$ cat src/rtl/nco_freq_meter.sv
`default_nettype none
// ============================================================================
//  Module      : nco_freq_meter
//  Description : Gated rising-edge counter / first-to-last edge span meter
//                for a 1-bit NCO waveform, results over valid/ready.
//  Revision    : 1.0 - initial release
// ============================================================================
module nco_freq_meter #(
    parameter int CNT_W  = 16,
    parameter int GATE_W = 16
) (
    input  logic              clk,
    input  logic              rst,
    input  logic              sig_in,
    input  logic              start,
    input  logic [GATE_W-1:0] gate_len,
    output logic              busy,
    output logic              res_valid,
    input  logic              res_ready,
    output logic [CNT_W-1:0]  res_edges,
    output logic [GATE_W-1:0] res_span,
    output logic              res_ovf
);

    localparam logic [1:0]        c_st_idle = 2'd0;
    localparam logic [1:0]        c_st_meas = 2'd1;
    localparam logic [1:0]        c_st_done = 2'd2;
    localparam logic [CNT_W-1:0]  c_cnt_max = {CNT_W{1'b1}};
    localparam logic [GATE_W-1:0] c_gate_one = GATE_W'(1);

    logic [1:0]        r_state;
    logic [1:0]        w_state_nxt;

    logic              r_s1;
    logic              r_s2;
    logic              r_s3;
    logic [1:0]        r_prime_cnt;
    logic              w_primed;
    logic              w_edge;

    logic [GATE_W-1:0] r_gate_cnt;
    logic [GATE_W-1:0] r_timer;
    logic [CNT_W-1:0]  r_count;
    logic              r_ovf;
    logic [GATE_W-1:0] r_t_first;
    logic [GATE_W-1:0] r_t_last;

    logic [CNT_W-1:0]  w_count_nxt;
    logic              w_ovf_nxt;
    logic [GATE_W-1:0] w_t_first_nxt;
    logic [GATE_W-1:0] w_t_last_nxt;
    logic [GATE_W-1:0] w_span_nxt;

    logic [CNT_W-1:0]  r_res_edges;
    logic [GATE_W-1:0] r_res_span;
    logic              r_res_ovf;

    // Priming holds off edge detection until the cleared sync chain has
    // caught up with a level that may already be high out of reset.
    always_ff @(posedge clk) begin
        if (rst) begin
            r_s1        <= 1'b0;
            r_s2        <= 1'b0;
            r_s3        <= 1'b0;
            r_prime_cnt <= 2'd0;
        end else begin
            r_s1 <= sig_in;
            r_s2 <= r_s1;
            r_s3 <= r_s2;
            if (r_prime_cnt != 2'd3) begin
                r_prime_cnt <= r_prime_cnt + 2'd1;
            end
        end
    end

    assign w_primed = (r_prime_cnt == 2'd3);
    assign w_edge   = r_s2 & ~r_s3 & w_primed;

    always_ff @(posedge clk) begin
        if (rst) begin
            r_state <= c_st_idle;
        end else begin
            r_state <= w_state_nxt;
        end
    end

    always_comb begin
        w_state_nxt = r_state;
        case (r_state)
            c_st_idle: begin
                if (start) begin
                    w_state_nxt = (gate_len != '0) ? c_st_meas : c_st_done;
                end
            end
            c_st_meas: begin
                if (r_gate_cnt == c_gate_one) begin
                    w_state_nxt = c_st_done;
                end
            end
            c_st_done: begin
                if (res_ready) begin
                    w_state_nxt = c_st_idle;
                end
            end
            default: w_state_nxt = c_st_idle;
        endcase
    end

    always_comb begin
        busy      = (r_state != c_st_idle);
        res_valid = (r_state == c_st_done);
    end

    // Window-cycle update; also feeds the result registers so an edge in the
    // final window cycle lands in the result.
    always_comb begin
        w_count_nxt   = r_count;
        w_ovf_nxt     = r_ovf;
        w_t_first_nxt = r_t_first;
        w_t_last_nxt  = r_t_last;
        if (w_edge) begin
            if (r_count == c_cnt_max) begin
                w_ovf_nxt = 1'b1;
            end else begin
                w_count_nxt = r_count + CNT_W'(1);
            end
            if (r_count == '0) begin
                w_t_first_nxt = r_timer;
            end
            w_t_last_nxt = r_timer;
        end
        w_span_nxt = (w_count_nxt > CNT_W'(1)) ? (w_t_last_nxt - w_t_first_nxt) : '0;
    end

    always_ff @(posedge clk) begin
        if (rst) begin
            r_gate_cnt  <= '0;
            r_timer     <= '0;
            r_count     <= '0;
            r_ovf       <= 1'b0;
            r_t_first   <= '0;
            r_t_last    <= '0;
            r_res_edges <= '0;
            r_res_span  <= '0;
            r_res_ovf   <= 1'b0;
        end else begin
            case (r_state)
                c_st_idle: begin
                    if (start) begin
                        r_gate_cnt <= gate_len;
                        r_timer    <= '0;
                        r_count    <= '0;
                        r_ovf      <= 1'b0;
                        r_t_first  <= '0;
                        r_t_last   <= '0;
                        if (gate_len == '0) begin
                            r_res_edges <= '0;
                            r_res_span  <= '0;
                            r_res_ovf   <= 1'b0;
                        end
                    end
                end
                c_st_meas: begin
                    r_gate_cnt <= r_gate_cnt - c_gate_one;
                    r_timer    <= r_timer + c_gate_one;
                    r_count    <= w_count_nxt;
                    r_ovf      <= w_ovf_nxt;
                    r_t_first  <= w_t_first_nxt;
                    r_t_last   <= w_t_last_nxt;
                    if (r_gate_cnt == c_gate_one) begin
                        r_res_edges <= w_count_nxt;
                        r_res_span  <= w_span_nxt;
                        r_res_ovf   <= w_ovf_nxt;
                    end
                end
                default: begin
                end
            endcase
        end
    end

    assign res_edges = r_res_edges;
    assign res_span  = r_res_span;
    assign res_ovf   = r_res_ovf;

endmodule
`default_nettype wire

$ cat config.mk
export PLATFORM = sky130hd
export DESIGN_NAME = nco_freq_meter
export DESIGN_NICKNAME = d
export VERILOG_FILES = /design/src/rtl/nco_freq_meter.sv
export SDC_FILE = /design/constraint.sdc
export NUM_CORES = 1
export LEC_CHECK = 0
export BUFFER_PORTS_ARGS = -buffer_cell sky130_fd_sc_hd__buf_2
export CORE_MARGIN = 8
export CORE_UTILIZATION = 58
export CTS_CLUSTER_SIZE = 10
export DETAILED_ROUTE_END_ITERATION = 10
export PLACE_DENSITY = 0.82
export SYNTH_ARGS = -nofsm -noshare
export SYNTH_HDL_FRONTEND = slang
export SYNTH_SLANG_ARGS = --single-unit
$ cat constraint.sdc
create_clock -name clk -period 4.8 [get_ports clk]
set_input_delay 0.48 -clock clk [delete_from_list [all_inputs] [get_ports clk]]
set_output_delay 0.48 -clock clk [all_outputs]
set_load 0.02 [all_outputs]
==> metrics.yaml, run 1 <==
end_kind: "flop"
grt_usage: 0.2217
place_congestion: 0.9428
wire_per_inst_um: 15.86
r2r-start: "r_prime_cnt[0]"
hold_viol: 0
clock-sinks: 121
synth_edf_count: 0
place_area_um2: 6935
synthMuxAreaShare: 0.04654
synth-seq-cells: 121
synthCells: 854
p_leak_nw: 2.914
max_slew_margin: 0.4809
synth_top_flop_cell: "dfxtp_1"
drcViolationCount: 0
cts_buffer_depth: 2
required_ns: 5.10
start_kind: "flop"
avgSynthCellArea_um2: 7.775
power_w: 0.002613
regArea_um2: 2422
cts_resized: 0
finalWorstSetupSlack_ns: 0.8691
grt_remaining_overflow: 0
drive_gt1_frac: 0.1326
peakVddDrop_mv: 0.2977
cts_buffers: 17
pre_cts_ws_ns: 0.9469
yosys.area_share.simple: 0.2384
worst_pin_slew_ns: 0.7751
h-tree-depth: 4
antenna_cells: 0
via_count: 6269
insertion_delay_ns: 0.42
grt_pass1_wl_um: 27170
setup_violations: 0
setup.worst_path.class: "reg -> reg"
fp-row-count: 39
fmax_mhz: 254.4
worstHoldStart: "sig_in"
initial_core_util: 0.5891
cts_tree: "built"
yosys.area_share.adder: 0.04447
synthXorXnorAreaFrac: 0.05408
maxCapViolCount: 0
cts_setup_buffers: 0
rsz0062_at_grt: "false"
synth_top_family_by_area: "simple AND/OR/NAND/NOR gates"
postRouteAntennaNets: 0
ys_types: 68
timing.setup.tns_ns: 0
antenna_found_initial: 0
drt_iter0_drc: 654
drt-vias-per-instance: 6.069
synth-compound-area-share: 0.2067
clkTransAtPathRegs_ns: 0.06
coreArea_um2: 11270
fill_cells: 971
timing.hold.ws_ns: 0.2698
yosysWarnings: 0
ios: 56
p_per_area_nw_per_um2: 348.8
die-area_um2: 15130
die_w_um: 123.0
final_common_cell: "nor2_1"
critPathLaunch: "r_prime_cnt[0]"
postCtsHoldBufs: 0
outcome: "finished, final reports clean"
arrival_ns: 4.23
port_buffers: 55
synth_fp_nets: 898
hp-class: "in -> reg"
grt_pass1_vias: 5739
hpwl_um: 10980
die_h_um: 123.0
multiInputGateArea_um2: 3929
final_nets: 923
critPathMaxFanout: 17
finClkSkew_ns: 0.006703
yosysSeqAreaShare: 0.3648
syn_area_um2: 6640
final_area_um2: 7490
post-route-min-period_ns: 3.931
root_buffer: "clkbuf_16"
grt_max_degree: 69
slew_viol_final: 0
fin_crit_sh: 0.8189
area_growth_pct: 12.79
final_cell_mix: "nor2_1, dfxtp_1, nand2_1"
firstDrtPassIters: 5
wirelength_um: 16390
synthArstFlopShare: 0
==> layer usage <==
layer  track usage  vias to the layer above  part of all wire
met1        0.2703                     2934              0.44
met5             0                        -                 0
li1              -                     3066                 -
met2        0.3561                      231              0.47
met4        0.1136                        0             0.030
met3       0.05753                       38             0.067
==> registers in the layout (all words and copies together), names as in the netlist <==
signal       cells
r_ovf            1
r_t_last        16
res_ovf          1
r_s2             1
r_t_first       16
r_count         16
r_prime_cnt      2
r_s1             1
r_timer         16
res_span        16
r_state          2
r_gate_cnt      16
r_s3             1
res_edges       16
==> logic make-up (layout without fill, tap and decap cells) <==
logic type / count (synthesis) / after routing
AND/OR/NAND/NOR: 347 / 347
buffers and inverters: 72 / 108
flip-flops: 121 / 121
AO/OA/AOI/OAI: 221 / 221
multiplexers: 29 / 29
XOR/XNOR: 41 / 41
adder cells (fa/ha/maj): 23 / 23
==> per-stage QoR <==
step | util | std cells
after detailed placement | 0.6153 | 1003
after global routing | 0.6644 | 1033
final | 0.6644 | 1033
after floorplan | - | 854
after CTS | 0.6644 | 1033
after global placement | 0.6153 | 1003
==> synthesized netlist by cell type (16+ instances only) <==
cell | count | area share
ha_1 | 22 | 0.041
nor2_1 | 157 | 0.089
mux2i_1 | 23 | 0.035
o21ai_0 | 36 | 0.027
nand3_1 | 16 | 0.012
a21oi_1 | 85 | 0.064
nand2_1 | 88 | 0.050
dfxtp_1 | 121 | 0.36
a22oi_1 | 27 | 0.031
xor2_1 | 26 | 0.034
clkbuf_1 | 43 | 0.024
==> worst max-delay path, cell delays in order, from the launching register on <==
cell and delay (ns):
dfxtp_1 0.34, ha_1 0.24, nand3b_1 0.10, buf_4 0.20, nor2_1 0.11, and4_1 0.45
mux2i_1 0.41, ha_1 0.29, nor2b_1 0.13, o21ai_0 0.14, nand2b_1 0.12, o221ai_1 0.21
o21ai_1 0.17, a311oi_2 0.34, o211ai_1 0.14, a31oi_1 0.20, xnor2_1 0.13, o21ai_0 0.08
==> path summary, 6_finish.rpt <==
check	end	cells after the start	slack, ns
worst max-delay path	res_span[15]	17	0.87
worst min-delay path	r_s1	2	0.27
worst max register to register	res_span[15]	17	0.87
worst min register to register	res_span[12]	2	0.44
==> final cells by class <==
type                            count  share of cell area
Clock buffer                       20             0.06098
Clock inverter                     10             0.01303
Inverter                           12            0.006014
Multi-Input combinational cell    661              0.5246
Sequential cell                   121              0.3234
Tap cell                          143             0.02389
Timing Repair Buffer               66             0.04811
==> report_power, final <==
group / internal, W / switching, W / total (W) / leakage, nW
logic: 0.000108 / 0.000235 / 0.000343 / 1.67
clock network: 0.000733 / 0.000456 / 0.00119 / 0.264
registers: 0.00104 / 0.0000425 / 0.00108 / 0.980
(Power assumes the default switching activity.)
==> run 2, diff against run 1 <==
clock period = 4.05 ns   (was 4.8 ns; I/O delays follow)
==> run 2 against run 1 <==
First-iteration DRC count fell by 19%. Total power grew 23%. Core utilization is 0.52 points higher. Clock skew shrank 0.0012 ns. Hold slack worse by 0.079 ns. Global-route usage up 0.45 points. Via count is 0.65% lower. Critical path type unchanged. Die area is the same. Design area increased by 0.79%. Worst setup slack worse by 0.53 ns. Clock power increased by 28%.
==> metrics.yaml, run 2 (same netlist as run 1, synthesis figures left out) <==
fill_cells: 940
start_kind: "flop"
fin_crit_sh: 0.9159
peakVddDrop_mv: 0.3405
final_common_cell: "nor2_1"
outcome: "finished, final reports clean"
drt-vias-per-instance: 6.012
timing.hold.ws_ns: 0.1912
regArea_um2: 2422
root_buffer: "clkbuf_16"
grt_usage: 0.2262
clkTransAtPathRegs_ns: 0.05
worst_pin_slew_ns: 0.9864
max_slew_margin: 0.3424
clock-sinks: 121
wirelength_um: 16620
min_delay_worst_endpoint: "r_s1"
cts_tree: "built"
p_seq_frac: 0.400
setup_violations: 0
coreArea_um2: 11270
setup.worst_path.class: "reg -> reg"
drcViolationCount: 0
required_ns: 4.35
final_cell_mix: "nor2_1, dfxtp_1, nand2_1"
final_area_um2: 7548
slew_viol_final: 0
arrival_ns: 4.01
finClkSkew_ns: 0.005497
p_per_area_nw_per_um2: 424.5
hold_depth: 2
multiInputGateArea_um2: 3934
hpwl_um: 10940
p_sw_w: 0.0008793
final_nets: 924
reg2regPathDepth: 14
cts_buffer_depth: 2
hp-class: "in -> reg"
hold_viol: 0
die_w_um: 123.0
clockPowerShare: 0.473
wire_per_inst_um: 16.04
fmax_mhz: 269.6
timing.setup.tns_ns: 0
end_kind: "flop"
initial_core_util: 0.5891
insertion_delay_ns: 0.42
antenna_cells: 0
grt_pass1_vias: 5745
fp-row-count: 39
place_congestion: 0.9106
swShare: 0.2744
rsz0062_at_grt: "false"
maxCapViolCount: 0
antenna_found_initial: 0
critPathMaxFanout: 15
r2r-end: "res_span[14]"
combPwrFrac: 0.127
area_growth_pct: 13.68
grt_remaining_overflow: 0
worstHoldStart: "sig_in"
place_area_um2: 6943
post-route-min-period_ns: 3.710
grt_pass1_wl_um: 27620
r2r-start: "r_count[9]"
p_int_w: 0.002325
via_count: 6228
drive_gt1_frac: 0.1377
drt_iter0_drc: 532
ios: 56
firstDrtPassIters: 5
cts_buffers: 17
die-area_um2: 15130
die_h_um: 123.0
h-tree-depth: 4
grt_max_degree: 75
r2r_slack_ns: 0.34
postRouteAntennaNets: 0
p_leak_nw: 2.935
port_buffers: 55
[run 2: cell count changes in the layout (fill, tap and decap cells not counted), sizes merged]
cell,previous run,this run
clkbuf,20,21
inv,13,12
bufinv,1,2
buf,66,67
clkinvlp,3,6
clkinv,5,3
[run 2: how the worst max path moves through the flow]
stage / startpoint / end / cells after the start
3_3_place_gp: r_count[9] / res_span[15] / 14
3_5_place_dp: r_count[0] / res_span[15] / 16
2_1_floorplan: r_count[0] / res_span[15] / 19
4_1_cts: r_count[0] / res_span[14] / 15
5_1_grt: r_count[9] / res_span[14] / 14
6_report: r_count[9] / res_span[14] / 14
[run 2: per-stage QoR]
stage               instances  total power, W  setup slack [ns]  utilization
global placement         1004        0.001700            0.5212       0.6159
finish                   1036        0.003204            0.3405       0.6697
detailed placement       1004        0.001707            0.3450       0.6159
CTS                      1036        0.003216            0.3080       0.6692
global route             1036        0.003335            0.1444       0.6697
floorplan                 854        0.001598            0.3576            -
[run 2: layout make-up]
type                            instances  share of cell area
Clock buffer                           21             0.06365
Clock inverter                         11             0.01591
Inverter                               12            0.005967
Multi-Input combinational cell        661              0.5211
Sequential cell                       121              0.3209
Tap cell                              143             0.02370
Timing Repair Buffer                   67             0.04873
[run 2: what timing repair did]
| item | CTS | global route |
|---|---|---|
| endpoints found under the setup margin | 0 | 2 |
| setup buffers | 0 | 0 |
| hold buffers | 0 | 0 |
| gates resized for setup | 0 | 1 |
[run 2: critical path, cell delays in order (launching register included)]
cell and delay, ns:
dfxtp_1 0.38, or3_1 0.43, nor2_1 0.10, and4_1 0.28, buf_4 0.30, mux2i_1 0.29
ha_1 0.31, a21oi_1 0.25, nand2_1 0.11, nor3_1 0.25, or3_4 0.19, a311oi_1 0.08
o31ai_1 0.32, mux2i_1 0.23, o21ai_1 0.07
[run 2: metal layers]
layer,track usage,part of all wire
met1,0.2868,0.45
met2,0.3493,0.46
met3,0.05616,0.062
met4,0.1204,0.029
met5,0,0
[run 2: power by group through the flow]
stage               Sequential, W  Combinational (W)  Clock [W]
floorplan                 0.00129           0.000312          0
global placement          0.00130           0.000397          0
detailed placement        0.00130           0.000402          0
CTS                       0.00128           0.000406    0.00153
global route              0.00129           0.000453    0.00160
finish                    0.00128           0.000408    0.00152
==> run 3, diff against run 2 <==
CTS_BUF_LIST = sky130_fd_sc_hd__clkbuf_8   (was not set)
==> run 3 against run 2 <==
Sequential power is essentially flat. Sequential share of layout area rose by 0.86 points. Wire length is 1.2% lower. Count of clock-buffer cells in the layout is the same. Worst setup slack got worse by 0.074 ns. Maximum frequency down 2.0%. Combinational power about the same. Critical path depth up 1. Critical path type unchanged. Highest routed layer unchanged.
==> metrics.yaml, run 3 (same netlist as run 1, synthesis figures left out) <==
p_seq_frac: 0.459
root_buffer: "clkbuf_8"
setup_violations: 0
cp_slowest_cell: "dfxtp_1"
multiInputGateArea_um2: 3929
end_kind: "flop"
p_leak_nw: 2.845
timing.hold.ws_ns: 0.1584
r2r-start: "r_count[0]"
fin_cells: 1036
max_slew_margin: 0.3363
die_h_um: 123.0
cts_tree: "built"
hold_viol: 0
r2r_slack_ns: 0.27
slew_viol_final: 0
hp-class: "in -> reg"
finClkSkew_ns: 0.01024
regArea_um2: 2422
h-tree-depth: 4
timing.setup.tns_ns: 0
required_ns: 4.38
wire_per_inst_um: 15.85
final_nets: 924
rsz0062_at_grt: "false"
antenna_found_initial: 0
slowest_delay_ns: 0.38
cts_setup_buffers: 0
clock-sinks: 121
cts_resized: 0
start_kind: "flop"
firstDrtPassIters: 5
grt_pass1_vias: 5632
grt_remaining_overflow: 0
die-area_um2: 15130
dp.cells: 1004
drt_iter0_drc: 516
worstHoldStart: "sig_in"
swShare: 0.2958
final_cell_mix: "nor2_1, dfxtp_1, nand2_1"
grt_usage: 0.2212
wirelength_um: 16420
maxCapViolCount: 0
fp-row-count: 39
setup.worst_path.class: "reg -> reg"
p_sw_w: 0.0008254
fin_crit_sh: 0.9342
peakVddDrop_mv: 0.3469
outcome: "finished, final reports clean"
ios: 56
post-route-min-period_ns: 3.783
postCtsHoldBufs: 0
clockPowerShare: 0.395
fmax_mhz: 264.3
die_w_um: 123.0
cts_buffer_depth: 2
cts_buffers: 17
critPathLaunch: "r_count[0]"
drcViolationCount: 0
coreArea_um2: 11270
p_per_area_nw_per_um2: 379.6
grt_pass1_wl_um: 27150
hpwl_um: 10940
fill_cells: 957
antenna_cells: 0
initial_core_util: 0.5891
critPathMaxFanout: 15
drive_gt1_frac: 0.1366
cp_cell_sequence: "inv_1, ha_1, nor3b_1, and4_1, buf_4, mux2i_1, ha_1, a21oi_1, nand2_1, nor3_1, or3_4, a311oi_1, o31ai_1, mux2i_1, o21ai_1"
clkTransAtPathRegs_ns: 0.07
combPwrFrac: 0.146
area_growth_pct: 10.72
p_int_w: 0.001965
drt-vias-per-instance: 6.031
final_common_cell: "nor2_1"
worst_pin_slew_ns: 0.9955
postRouteAntennaNets: 0
place_congestion: 0.9106
port_buffers: 55
arrival_ns: 4.12
via_count: 6248
grt_max_degree: 75
insertion_delay_ns: 0.45
-- run 3: changes by cell type in the layout (fill, tap and decap cells not counted) --
| cell | change |
|---|---|
| clkbuf_8 | +17 |
| nor3b_1 | +1 |
| nor3b_2 | -1 |
| clkbuf_16 | -17 |
-- run 3: final cells by class --
| type | instances | share of cell area |
|---|---|---|
| Clock buffer | 21 | 0.03931 |
| Inverter | 12 | 0.006127 |
| Sequential cell | 121 | 0.3295 |
| Clock inverter | 11 | 0.01634 |
| Tap cell | 143 | 0.02434 |
| Timing Repair Buffer | 67 | 0.05003 |
| Multi-Input combinational cell | 661 | 0.5344 |
-- run 3: critical path, delay by kind of cell (launching register included) --
| family | cells | cell delay [ns] |
|---|---|---|
| AO/OA/AOI/OAI | 4 | 0.71 |
| adder cells (fa/ha/maj) | 2 | 0.47 |
| buffers and inverters | 2 | 0.40 |
| flip-flops | 1 | 0.38 |
| multiplexers | 2 | 0.51 |
| AND/OR/NAND/NOR | 5 | 1.17 |
-- run 3: final timing paths --
path,end,depth (start not counted)
max,res_span[14],15
min,r_s1,2
max reg2reg,res_span[14],15
min reg2reg,res_span[12],2
-- run 3: layer usage --
| layer | vias up | global-route usage | wire length, um | share of wire |
|---|---|---|---|---|
| met2 | 180 | 0.3418 | 7619 | 0.46 |
| met3 | 40 | 0.05571 | 932 | 0.057 |
| met1 | 2952 | 0.2841 | 7345 | 0.45 |
| met4 | 0 | 0.1068 | 522 | 0.032 |
| li1 | 3076 | - | - | - |
| met5 | - | 0 | 0 | 0 |
-- run 3: through the flow --
step | instance area (um^2) | setup slack [ns] | utilization | total power [W]
finish | 7352 | 0.2666 | 0.6522 | 0.002791
global route | 7352 | 0.01185 | 0.6522 | 0.002913
CTS | 7352 | 0.3022 | 0.6522 | 0.002804
detailed placement | 6943 | 0.3450 | 0.6159 | 0.001707
global placement | 6943 | 0.5212 | 0.6159 | 0.001700
floorplan | 6640 | 0.3576 | - | 0.001598
-- run 3: power groups by stage --
stage / clock network (W) / logic [W] / registers (W)
finish: 0.00110 / 0.000408 / 0.00128
global route: 0.00117 / 0.000452 / 0.00129
CTS: 0.00112 / 0.000404 / 0.00128
detailed placement: 0 / 0.000402 / 0.00130
global placement: 0 / 0.000397 / 0.00130
floorplan: 0 / 0.000312 / 0.00129
